$ cat src/rtl/instr_fetch_if.sv
// Instruction fetch bus: instruction-memory request/response plus the
// decode-side valid/ready stream. master = fetch stage, slave = environment.
interface instr_fetch_if;
    logic [31:0] instr_addr;
    logic        instr_REn;
    logic        instr_WEn;
    logic        I_valid;
    logic        I_clr;
    logic [31:0] R_instr;
    logic        I_err;
    logic        dec_valid;
    logic        dec_ready;
    logic [31:0] dec_instr;
    logic [31:0] dec_pc;

    modport master (
        output instr_addr, instr_REn, instr_WEn, I_valid, I_clr,
        output dec_valid, dec_instr, dec_pc,
        input  R_instr, I_err, dec_ready
    );

    modport slave (
        input  instr_addr, instr_REn, instr_WEn, I_valid, I_clr,
        input  dec_valid, dec_instr, dec_pc,
        output R_instr, I_err, dec_ready
    );
endinterface

$ cat src/rtl/instr_fetch.sv
// Instruction fetch stage: PC generation, one-word memory requests, a small
// decode-side FIFO of {instr, pc}, branch redirect with flush, sticky faults.
module instr_fetch #(
    parameter logic [31:0] RESET_PC   = 32'h0100_0000,
    parameter logic [31:0] IM_BASE    = 32'h0100_0000,
    parameter int unsigned IM_WORDS   = 1024,
    parameter int unsigned FIFO_DEPTH = 4
) (
    input  logic                 clk,
    input  logic                 rst_n,
    instr_fetch_if.master        bus,
    input  logic                 redirect_valid,
    input  logic [31:0]          redirect_pc,
    output logic                 fault,
    output logic [1:0]           fault_code,
    output logic [31:0]          fault_pc
);

    localparam int unsigned PTR_W  = (FIFO_DEPTH > 1) ? $clog2(FIFO_DEPTH) : 1;
    localparam int unsigned CNT_W  = PTR_W + 1;
    localparam logic [32:0] IM_END = {1'b0, IM_BASE} + 33'(4 * IM_WORDS);

    localparam logic [1:0] CODE_MISALIGN = 2'b01;
    localparam logic [1:0] CODE_RANGE    = 2'b10;
    localparam logic [1:0] CODE_MEM_ERR  = 2'b11;

    typedef enum logic {
        RUN   = 1'b0,
        FAULT = 1'b1
    } state_t;

    state_t            state_q, state_n;
    logic [31:0]       pc_q, pc_n;
    logic [31:0]       addr_q, addr_n;
    logic              req_q, req_n;
    logic              rsp_q, rsp_n;
    logic [31:0]       rsp_pc_q, rsp_pc_n;
    logic [PTR_W-1:0]  rd_q, rd_n;
    logic [PTR_W-1:0]  wr_q, wr_n;
    logic [CNT_W-1:0]  count_q, count_n;
    logic              head_valid_q, head_valid_n;
    logic [31:0]       head_instr_q, head_instr_n;
    logic [31:0]       head_pc_q, head_pc_n;
    logic              fault_q, fault_n;
    logic [1:0]        code_q, code_n;
    logic [31:0]       fpc_q, fpc_n;

    logic [31:0]       fifo_instr [FIFO_DEPTH];
    logic [31:0]       fifo_pc    [FIFO_DEPTH];

    logic              push;
    logic              pop;
    logic              rsp_live;
    logic              rsp_err;
    logic              pending;
    logic              space;
    logic [31:0]       pc_chk;

    // Next-state: redirect/flush, response handling, FIFO pointers, issue decision, head lookahead.
    always_comb begin
        state_n  = state_q;
        pc_n     = pc_q;
        addr_n   = addr_q;
        req_n    = 1'b0;
        rsp_pc_n = addr_q;
        rd_n     = rd_q;
        wr_n     = wr_q;
        count_n  = count_q;
        fault_n  = fault_q;
        code_n   = code_q;
        fpc_n    = fpc_q;
        pc_chk   = pc_q;
        pending  = 1'b0;

        pop      = head_valid_q && bus.dec_ready;
        rsp_live = rsp_q && !redirect_valid;
        rsp_err  = rsp_live && bus.I_err;
        push     = rsp_live && !bus.I_err;

        if (redirect_valid) begin
            // Flush everything; the request currently on the bus is squashed too.
            state_n = RUN;
            pc_chk  = redirect_pc;
            rd_n    = '0;
            wr_n    = '0;
            count_n = '0;
            fault_n = 1'b0;
            code_n  = '0;
            fpc_n   = '0;
        end else begin
            if (push) begin
                wr_n = wr_q + PTR_W'(1);
            end
            if (pop) begin
                rd_n = rd_q + PTR_W'(1);
            end
            count_n = count_q + CNT_W'(push) - CNT_W'(pop);
            // A memory error also kills the younger request already on the bus.
            pending = req_q && !rsp_err;
            if (rsp_err) begin
                state_n = FAULT;
                fault_n = 1'b1;
                code_n  = CODE_MEM_ERR;
                fpc_n   = rsp_pc_q;
            end
        end

        pc_n  = pc_chk;
        space = (32'(count_n) + 32'(pending)) < FIFO_DEPTH;

        if ((state_n == RUN) && space) begin
            if (pc_chk[1:0] != 2'b00) begin
                state_n = FAULT;
                fault_n = 1'b1;
                code_n  = CODE_MISALIGN;
                fpc_n   = pc_chk;
            end else if ((pc_chk < IM_BASE) || ({1'b0, pc_chk} >= IM_END)) begin
                state_n = FAULT;
                fault_n = 1'b1;
                code_n  = CODE_RANGE;
                fpc_n   = pc_chk;
            end else begin
                req_n  = 1'b1;
                addr_n = pc_chk;
                pc_n   = pc_chk + 32'd4;
            end
        end

        rsp_n = pending;

        // Head register tracks the post-edge FIFO head, bypassing a push into an empty FIFO.
        head_valid_n = (count_n != '0);
        if (push && (wr_q == rd_n)) begin
            head_instr_n = bus.R_instr;
            head_pc_n    = rsp_pc_q;
        end else begin
            head_instr_n = fifo_instr[rd_n];
            head_pc_n    = fifo_pc[rd_n];
        end
        if (redirect_valid) begin
            head_instr_n = '0;
            head_pc_n    = '0;
        end
    end

    // State and control registers.
    always_ff @(posedge clk or negedge rst_n) begin
        if (!rst_n) begin
            state_q      <= RUN;
            pc_q         <= RESET_PC;
            addr_q       <= RESET_PC;
            req_q        <= 1'b0;
            rsp_q        <= 1'b0;
            rsp_pc_q     <= '0;
            rd_q         <= '0;
            wr_q         <= '0;
            count_q      <= '0;
            head_valid_q <= 1'b0;
            head_instr_q <= '0;
            head_pc_q    <= '0;
            fault_q      <= 1'b0;
            code_q       <= '0;
            fpc_q        <= '0;
        end else begin
            state_q      <= state_n;
            pc_q         <= pc_n;
            addr_q       <= addr_n;
            req_q        <= req_n;
            rsp_q        <= rsp_n;
            rsp_pc_q     <= rsp_pc_n;
            rd_q         <= rd_n;
            wr_q         <= wr_n;
            count_q      <= count_n;
            head_valid_q <= head_valid_n;
            head_instr_q <= head_instr_n;
            head_pc_q    <= head_pc_n;
            fault_q      <= fault_n;
            code_q       <= code_n;
            fpc_q        <= fpc_n;
        end
    end

    // FIFO storage; contents need no reset since the pointers define validity.
    always_ff @(posedge clk) begin
        if (push) begin
            fifo_instr[wr_q] <= bus.R_instr;
            fifo_pc[wr_q]    <= rsp_pc_q;
        end
    end

    assign bus.instr_addr = addr_q;
    assign bus.I_valid    = req_q;
    assign bus.instr_REn  = req_q;
    assign bus.instr_WEn  = 1'b0;
    assign bus.I_clr      = 1'b0;
    assign bus.dec_valid  = head_valid_q;
    assign bus.dec_instr  = head_instr_q;
    assign bus.dec_pc     = head_pc_q;
    assign fault          = fault_q;
    assign fault_code     = code_q;
    assign fault_pc       = fpc_q;

endmodule

$ cat src/flat_wrapper.sv
// flat-port wrapper written by rule: the top's interface ports become plain ports
module instr_fetch_flat 
#(
    parameter logic [31:0] RESET_PC   = 32'h0100_0000,
    parameter logic [31:0] IM_BASE    = 32'h0100_0000,
    parameter int unsigned IM_WORDS   = 1024,
    parameter int unsigned FIFO_DEPTH = 4
)
  (clk, rst_n, redirect_valid, redirect_pc, fault, fault_code, fault_pc, bus_instr_addr, bus_instr_REn, bus_instr_WEn, bus_I_valid, bus_I_clr, bus_dec_valid, bus_dec_instr, bus_dec_pc, bus_R_instr, bus_I_err, bus_dec_ready);
  instr_fetch_if bus_i ();
  input  logic clk;
  input  logic rst_n;
  input  logic redirect_valid;
  input  logic [31:0] redirect_pc;
  output logic fault;
  output logic [1:0] fault_code;
  output logic [31:0] fault_pc;
  output wire logic [$bits(bus_i.instr_addr)-1:0] bus_instr_addr;
  output wire logic [$bits(bus_i.instr_REn)-1:0] bus_instr_REn;
  output wire logic [$bits(bus_i.instr_WEn)-1:0] bus_instr_WEn;
  output wire logic [$bits(bus_i.I_valid)-1:0] bus_I_valid;
  output wire logic [$bits(bus_i.I_clr)-1:0] bus_I_clr;
  output wire logic [$bits(bus_i.dec_valid)-1:0] bus_dec_valid;
  output wire logic [$bits(bus_i.dec_instr)-1:0] bus_dec_instr;
  output wire logic [$bits(bus_i.dec_pc)-1:0] bus_dec_pc;
  input wire logic [$bits(bus_i.R_instr)-1:0] bus_R_instr;
  input wire logic [$bits(bus_i.I_err)-1:0] bus_I_err;
  input wire logic [$bits(bus_i.dec_ready)-1:0] bus_dec_ready;
  assign bus_instr_addr = bus_i.instr_addr;
  assign bus_instr_REn = bus_i.instr_REn;
  assign bus_instr_WEn = bus_i.instr_WEn;
  assign bus_I_valid = bus_i.I_valid;
  assign bus_I_clr = bus_i.I_clr;
  assign bus_dec_valid = bus_i.dec_valid;
  assign bus_dec_instr = bus_i.dec_instr;
  assign bus_dec_pc = bus_i.dec_pc;
  assign bus_i.R_instr = bus_R_instr;
  assign bus_i.I_err = bus_I_err;
  assign bus_i.dec_ready = bus_dec_ready;
  instr_fetch #(.RESET_PC(RESET_PC), .IM_BASE(IM_BASE), .IM_WORDS(IM_WORDS), .FIFO_DEPTH(FIFO_DEPTH)) u_core (.clk(clk), .rst_n(rst_n), .bus(bus_i), .redirect_valid(redirect_valid), .redirect_pc(redirect_pc), .fault(fault), .fault_code(fault_code), .fault_pc(fault_pc));
endmodule
$ cat config.mk
export PLATFORM = sky130hd
export DESIGN_NAME = instr_fetch_flat
export DESIGN_NICKNAME = d
export VERILOG_FILES = /design/src/rtl/instr_fetch_if.sv /design/src/rtl/instr_fetch.sv /design/src/flat_wrapper.sv
export SDC_FILE = /design/constraint.sdc
export NUM_CORES = 1
export LEC_CHECK = 0
export CORE_MARGIN = 4
export CORE_UTILIZATION = 60
export DETAILED_ROUTE_END_ITERATION = 16
export PLACE_DENSITY = 0.83
export REMOVE_ABC_BUFFERS = 1
export SETUP_SLACK_MARGIN = 0.05
export SYNTH_ARGS = -nofsm -noshare
export SYNTH_HDL_FRONTEND = slang
export SYNTH_SLANG_ARGS = --single-unit
$ cat constraint.sdc
create_clock -name clk -period 8 [get_ports clk]
set_input_delay 1.6 -clock clk [delete_from_list [all_inputs] [get_ports clk]]
set_output_delay 1.6 -clock clk [all_outputs]
set_load 0.05 [all_outputs]
==> Word-level counts from Yosys, hierarchy flattened <==
Memory sizes are Yosys's and may differ from the RTL's.
Index checks and enable logic that the tools add are counted.
{ "totals": {"memories": 2, "input_bits": 69, "latch_bits": 0, "wordCells": 84, "mem_bits_ro": 0, "ram_bits": 256, "ff_bits": 206, "output_inout_bits": 136} }
{ "op_classes": {"shifts": 0, "div": 0, "n_mul": 0, "magnitude_cmp": 3, "bitwise": 3, "n_reduce_logical": 15, "n_eq_ne": 1, "muxes": 39, "add_sub_neg": 6} }
{ "memory_table": {"columns": ["memory", "words", "width", "rd", "rd_ports_with_merged_regs", "write_ports", "line", "source"], "rows": [
  ["u_core.fifo_instr", 4, 32, 1, 0, 1, "instr_fetch.sv:48", "logic [31:0] fifo_instr [FIFO_DEPTH];"],
  ["u_core.fifo_pc", 4, 32, 1, 0, 1, "instr_fetch.sv:49", "logic [31:0] fifo_pc [FIFO_DEPTH];"]
]} }
{ "ops": {"columns": ["op", "count"], "rows": [
  ["32-bit 2-to-1 mux", 13],
  ["32-bit by 3-bit adder with 32-bit output, second input constant", 1],
  ["32-bit by 25-bit greater-or-equal comparator with 1-bit output, second input constant", 1],
  ["32-bit by 25-bit less-than comparator with 1-bit output, second input constant", 1],
  ["32-bit by 3-bit less-than comparator with 1-bit output, second input constant", 1],
  ["2-bit 2-to-1 mux", 9],
  ["1-bit 2-to-1 mux", 16],
  ["1-bit logical AND", 7],
  ["2-bit by 1-bit adder with 2-bit output, second input constant", 2],
  ["3-bit by 1-bit adder with 4-bit output", 1],
  ["2-bit nonzero test", 2],
  ["3-bit by 1-bit adder with 3-bit output", 1],
  ["1-bit logical NOT", 3],
  ["3-bit 2-to-1 mux", 1],
  ["1-bit NOT", 3],
  ["3-bit AND reduction", 1],
  ["3-bit nonzero test", 1],
  ["3-bit by 1-bit subtractor with 3-bit output", 1],
  ["2-bit == test", 1],
  ["1-bit logical OR", 1]
]} }

==> Longest topological paths before layout <==
{ "depth": {"depth_word": 10, "ltp_mapped": 13, "mapped_depth_nobuf": 10} }

==> Worst setup path after synthesis <==
OpenSTA, ideal clock, no wires.
{ "synth_path": {"kind": "in2reg", "startpoint": "input port redirect_valid", "endpoint": "register u_core.fpc_q[26] (netlist: u_core.fault_pc[26])", "n_path_buf": 5, "arrival_ns": 4.613, "setup_slack_ns": 3.260, "cell_stages": 13, "setup_time_ns": 0.128, "t_required_ns": 7.872, "cell_sequence": "buf_6 buf_4 buf_2 nor3b_2 ha_1 fa_1 nor2b_1 and3_1 or3_1 clkbuf_1 a21oi_2 buf_4 mux2_1"} }
{ "synth_via": {"elab_chain_len": 10, "word_cells_on_any_way": 26, "classes_between": "add/sub: 3; order compare: 3; mux: 10; bitwise: 1; reduce/logical: 9"} }
{ "synth_lines": {"columns": ["item", "line", "source"], "rows": [
  ["start: declaration", "flat_wrapper.sv:13", "input logic redirect_valid;"],
  ["1-bit logical NOT", "instr_fetch.sv:76", "rsp_live = rsp_q && !redirect_valid;"],
  ["1-bit logical AND", "instr_fetch.sv:76", null],
  ["1-bit logical AND", "instr_fetch.sv:78", "push = rsp_live && !bus.I_err;"],
  ["3-bit by 1-bit adder with 3-bit output", "instr_fetch.sv:97", "count_n = count_q + CNT_W'(push) - CNT_W'(pop);"],
  ["3-bit by 1-bit subtractor with 3-bit output", "instr_fetch.sv:97", null],
  ["3-bit 2-to-1 mux (*)", "instr_fetch.sv:80", "if (redirect_valid) begin"],
  ["via u_core.count_n[1]", "instr_fetch.sv:40", "logic [CNT_W-1:0] count_q, count_n;"],
  ["3-bit by 1-bit adder with 4-bit output (*)", "instr_fetch.sv:109", "space = (32'(count_n) + 32'(pending)) < FIFO_DEPTH;"],
  ["32-bit by 3-bit less-than comparator with 1-bit output (*)", "instr_fetch.sv:109", null],
  ["1-bit logical AND (*)", "instr_fetch.sv:111", "if ((state_n == RUN) && space) begin"],
  ["32-bit 2-to-1 mux (*)", "instr_fetch.sv:111", null],
  ["via u_core.fpc_n[26]", "instr_fetch.sv:46", "logic [31:0] fpc_q, fpc_n;"],
  ["end signal: assignment", "instr_fetch.sv:179", "fpc_q <= fpc_n;"],
  ["end: declaration", "instr_fetch.sv:46", null]
]} }
The timed path passes the listed nets; every way through them passes the cells marked *.
A chain may end at the register's enable or synchronous reset.

==> Worst setup path in the final report <==
{ "layout_path": {"startpoint": "input port bus_I_err", "endpoint": "register u_core.fpc_q[31] (netlist: u_core.fault_pc[31])"} }
{ "layout_via": {"elab_chain_len": 9, "word_cells_on_any_way": 20, "classes_between": "add/sub: 3; order compare: 1; mux: 9; bitwise: 1; reduce/logical: 6"} }
{ "layout_lines": {"columns": ["item", "line", "source"], "rows": [
  ["start: declaration", "flat_wrapper.sv:27", "input wire logic [$bits(bus_i.I_err)-1:0] bus_I_err;"],
  ["1-bit logical NOT", "instr_fetch.sv:78", null],
  ["1-bit logical AND", "instr_fetch.sv:78", null],
  ["3-bit by 1-bit adder with 3-bit output", "instr_fetch.sv:97", null],
  ["3-bit by 1-bit subtractor with 3-bit output", "instr_fetch.sv:97", null],
  ["3-bit 2-to-1 mux", "instr_fetch.sv:80", null],
  ["via u_core.count_n[1]", "instr_fetch.sv:40", null],
  ["3-bit by 1-bit adder with 4-bit output", "instr_fetch.sv:109", null],
  ["32-bit by 3-bit less-than comparator with 1-bit output", "instr_fetch.sv:109", null],
  ["1-bit logical AND", "instr_fetch.sv:111", null],
  ["32-bit 2-to-1 mux", "instr_fetch.sv:111", null],
  ["via u_core.fpc_n[31]", "instr_fetch.sv:46", null]
]} }
The timed path passes the listed nets, and every way through them passes these cells.

==> reports/qor.txt <==
transition time at the pin with the least slew margin: 1.28 ns
number of synthesis warnings: 0
hold buffers post-CTS: 0
biggest fanout along the worst timing path: 32
Die ar.: 34200 um^2
DRT Wirelength: 47300 um
top cells by area in the synthesized netlist: edfxtp_1, dfrtp_1, mux2_2
number of synthesized register bits: 462
Post-Syn Instances: 1330
most numerous cell in the Yosys netlist: edfxtp_1
detailed-route DRC error count: 0
worst voltage drop across the vdd grid: 0.249 mV
die width: 185 um
total number of vias: 12400
Unique masters post-synth: 57
largest stage delay on the critical path: 0.56 ns
dominant combinational cell family by area after synthesis: compound AO/OA/AOI/OAI gates
type of the most critical hold path: reg2reg
Placeable Area: 30700 um^2
level count of the clock H-tree: 2
wire length per cell: 24.6 um
kind of critical path: in2reg
sequential share of the synthesized area: 68.3%
Boundary Pins: 205
drt initial violations: 1255
Row Count: 64
minimum clock period after layout: 4.94 ns
DP HPWL: 25400 um
router iterations before antenna repair: 5
synthesized-area fraction occupied by ao, oa, aoi and oai cells: 11.6%
endpoint kind of the worst setup timing path: flop
relative max-transition margin: 14.5%
cell breakdown of the critical path: clkdlybuf4s50_1 -> nor3b_2 -> ha_1 -> fa_1 -> nor2b_1 -> and3_1 -> or3_1 -> a21oi_4 -> buf_4 -> mux2_2
max-slew violation count: 0
Max clock buf depth: 3
Overall Power: 0.00632 W
Initial Util: 61.1%
total congestion overflow after global routing: 0
arrival time at the worst endpoint: 5.35 ns
fraction of final layout cells with drive strength greater than 1: 14.5%
Leakage: 8.55 nW
number of post-CTS setup repair buffers: 0
clock buffer count from CTS: 46
post-synthesis simple-gate area fraction: 6.02%
overall die height: 185 um
async set-or-reset flop fraction in the synthesized netlist: 44.6%
top cell type's share of synthesized area: 40.9%
Finish-stage setup viols: 0
status: finished clean
clock-pin slew of the registers on the worst-case setup and hold paths: 0.07 ns
Max Freq: 203 MHz
count of endpoints failing hold in the final timing report: 0
buffer type at the clock tree root: clkbuf_16
average vias per placed instance: 6.47
fin cells: 1923
Worst path slowest cell: nor3b_2
Worst setup SP type: primary input
buffers and inverters on the worst path: 2
mean cell area of the mapped netlist: 14.1 um^2
prevailing post-synth register cell: edfxtp_1
GR Util All Layers: 27.5%
Worst EP required: 8.41 ns
Post-Place Cells: 1839
unrepaired setup endpoints after global routing: false
Area Overhead vs Synth: 19.9%
fraction of the cycle the final worst path needs: 61.7%
pin count of the biggest net entering global routing: 99
cell type with the largest total area after synthesis: edfxtp_1
ANT cells: 0
number of instances resized during post-cts repair: 0
Adder-Cell Fraction of Synth Area: 0.639%
fraction of synthesized cell area in xor and xnor cells: 0.825%
final layout net count: 1569
number of input and output port buffers inserted: 202
Max-cap violations: 0
CTS tree: done
placer's final routability congestion estimate: 0.817
family with the most delay on the worst path: simple AND/OR/NAND/NOR gates
post-route ant nets: 0
total power per unit cell area: 280 nW/um^2
top cells by instance count after synthesis: edfxtp_1, dfrtp_1, o211ai_1, mux2_2, a21oi_1
worst setup skew after layout: 0.0117 ns
via count of the first global-routing pass: 12900
initial antenna violation count: 0
number of sinks on the clock net: 462
portion of netlist area occupied by mux cells: 8.47%
Cell Area, Synth: 18800 um^2
EDFF count, synth: 256
first-pass GRT wire length: 73300 um
later-pin clock latency in the skew report: 0.54 ns
[path summary, 6_finish.rpt]
| check | startpoint | end | slack, ns | depth (start not counted) |
|---|---|---|---|---|
| max | bus_I_err | u_core.fault_pc[31] | 3.06 | 10 |
| min | u_core.bus.instr_addr[30] | u_core.rsp_pc_q[30] | 0.40 | 0 |
| max reg2reg | u_core.bus.dec_valid | u_core.fault_pc[31] | 4.23 | 11 |
| min reg2reg | u_core.bus.instr_addr[30] | u_core.rsp_pc_q[30] | 0.40 | 0 |
| max in group asynchronous | rst_n | u_core.pc_q[26] | 5.55 | 2 |
| min in group asynchronous | rst_n | u_core.bus.dec_instr[31] | 1.08 | 1 |
[stage by stage]
| stage | hold WS, ns | setup slack [ns] | TNS (ns) | cell area [um^2] | util [%] |
|---|---|---|---|---|---|
| 5_1_grt | 0.405 | 2.97 | 0 | 22500 | 73.3 |
| 6_report | 0.396 | 3.06 | 0 | 22500 | 73.3 |
| 3_3_place_gp | 0.382 | 2.70 | 0 | 21000 | 68.4 |
| 4_1_cts | 0.397 | 3.11 | 0 | 22500 | 73.3 |
| 3_5_place_dp | 0.381 | 2.57 | 0 | 21000 | 68.4 |
| 2_1_floorplan | 0.478 | -0.735 | -47.27 | 18300 | - |
[power by group]
| group | internal [W] | switching [W] |
|---|---|---|
| logic | 0.000502 | 0.000942 |
| registers | 0.00265 | 0.0000991 |
| clock network | 0.00124 | 0.000880 |
| total | 0.00440 | 0.00192 |
[registers in the layout, indices dropped and copies added (netlist names), 2 cells and up]
signal and count:
u_core.wr_q 2, u_core.fault_code 2, u_core.bus.dec_instr 32, u_core.count_q 3, u_core.bus.dec_pc 32, u_core.rd_q 2, u_core.fifo_instr 128, u_core.fault_pc 32
u_core.pc_q 32, u_core.fifo_pc 128, u_core.bus.instr_addr 32, u_core.rsp_pc_q 32
[layout make-up]
cell class / count / area (um^2)
fill: 1909 / 8210
sequential: 462 / 12800
clock buffer: 67 / 1350
tap: 396 / 495
clock inverter: 17 / 141
inverter: 77 / 290
multi-input combinational: 684 / 5260
timing repair buffer: 220 / 2160
[cell usage in the layout (no fill, tap or decap), types with 4 or more instances in the layout]
cell | synthesis | routed
nand3_1 | 73 | 73
and3_1 | 16 | 15
mux2i_1 | 8 | 8
nor2b_1 | 6 | 6
mux2_1 | 25 | 25
dfrtp_1 | 204 | 204
nor3_1 | 5 | 5
mux2_4 | 7 | 8
nor4_1 | 6 | 6
clkdlybuf4s50_1 | 0 | 200
ha_1 | 8 | 8
clkbuf_16 | 0 | 49
o211ai_1 | 130 | 130
mux2_2 | 100 | 99
nand2_1 | 46 | 46
xnor2_1 | 10 | 10
buf_4 | 13 | 19
inv_1 | 76 | 75
edfxtp_1 | 256 | 256
nand4_1 | 6 | 6
a21o_1 | 6 | 6
nor2_1 | 12 | 12
clkbuf_8 | 0 | 6
a21oi_1 | 95 | 95
o221ai_1 | 64 | 64
and2_4 | 0 | 4
clkbuf_1 | 79 | 12
and2_1 | 27 | 22
clkinv_2 | 0 | 11
[routing by layer]
metal / share of wire [%] / wire, um / global-route usage [%]
met5: 0 / 0 / 0
met4: 2.8 / 1330 / 9.75
met3: 7.9 / 3740 / 4.32
met2: 50 / 23600 / 45.6
met1: 39 / 18600 / 37.6
[worst reg2reg max path, stage by stage (launching register included)]
cell	delay [ns]
dfrtp_1	0.45
and2_2	0.23
ha_1	0.26
inv_1	0.04
ha_1	0.20
fa_1	0.37
xor3_1	0.40
nor2_1	0.10
or3_1	0.56
a21oi_4	0.15
buf_4	0.45
mux2_2	0.43
[cell families (layout without fill, tap and decap cells)]
kind of cell / after synthesis / after routing
buffers and inverters: 185 / 381
AOI/OAI and AO/OA: 308 / 308
adders and majority gates: 9 / 9
xor gates and xnor gates: 13 / 13
muxes: 140 / 140
DFF: 462 / 462
and+or+nand+nor: 212 / 212
other: 1 / 2
Note: power is estimated with default switching activity, not from simulation.
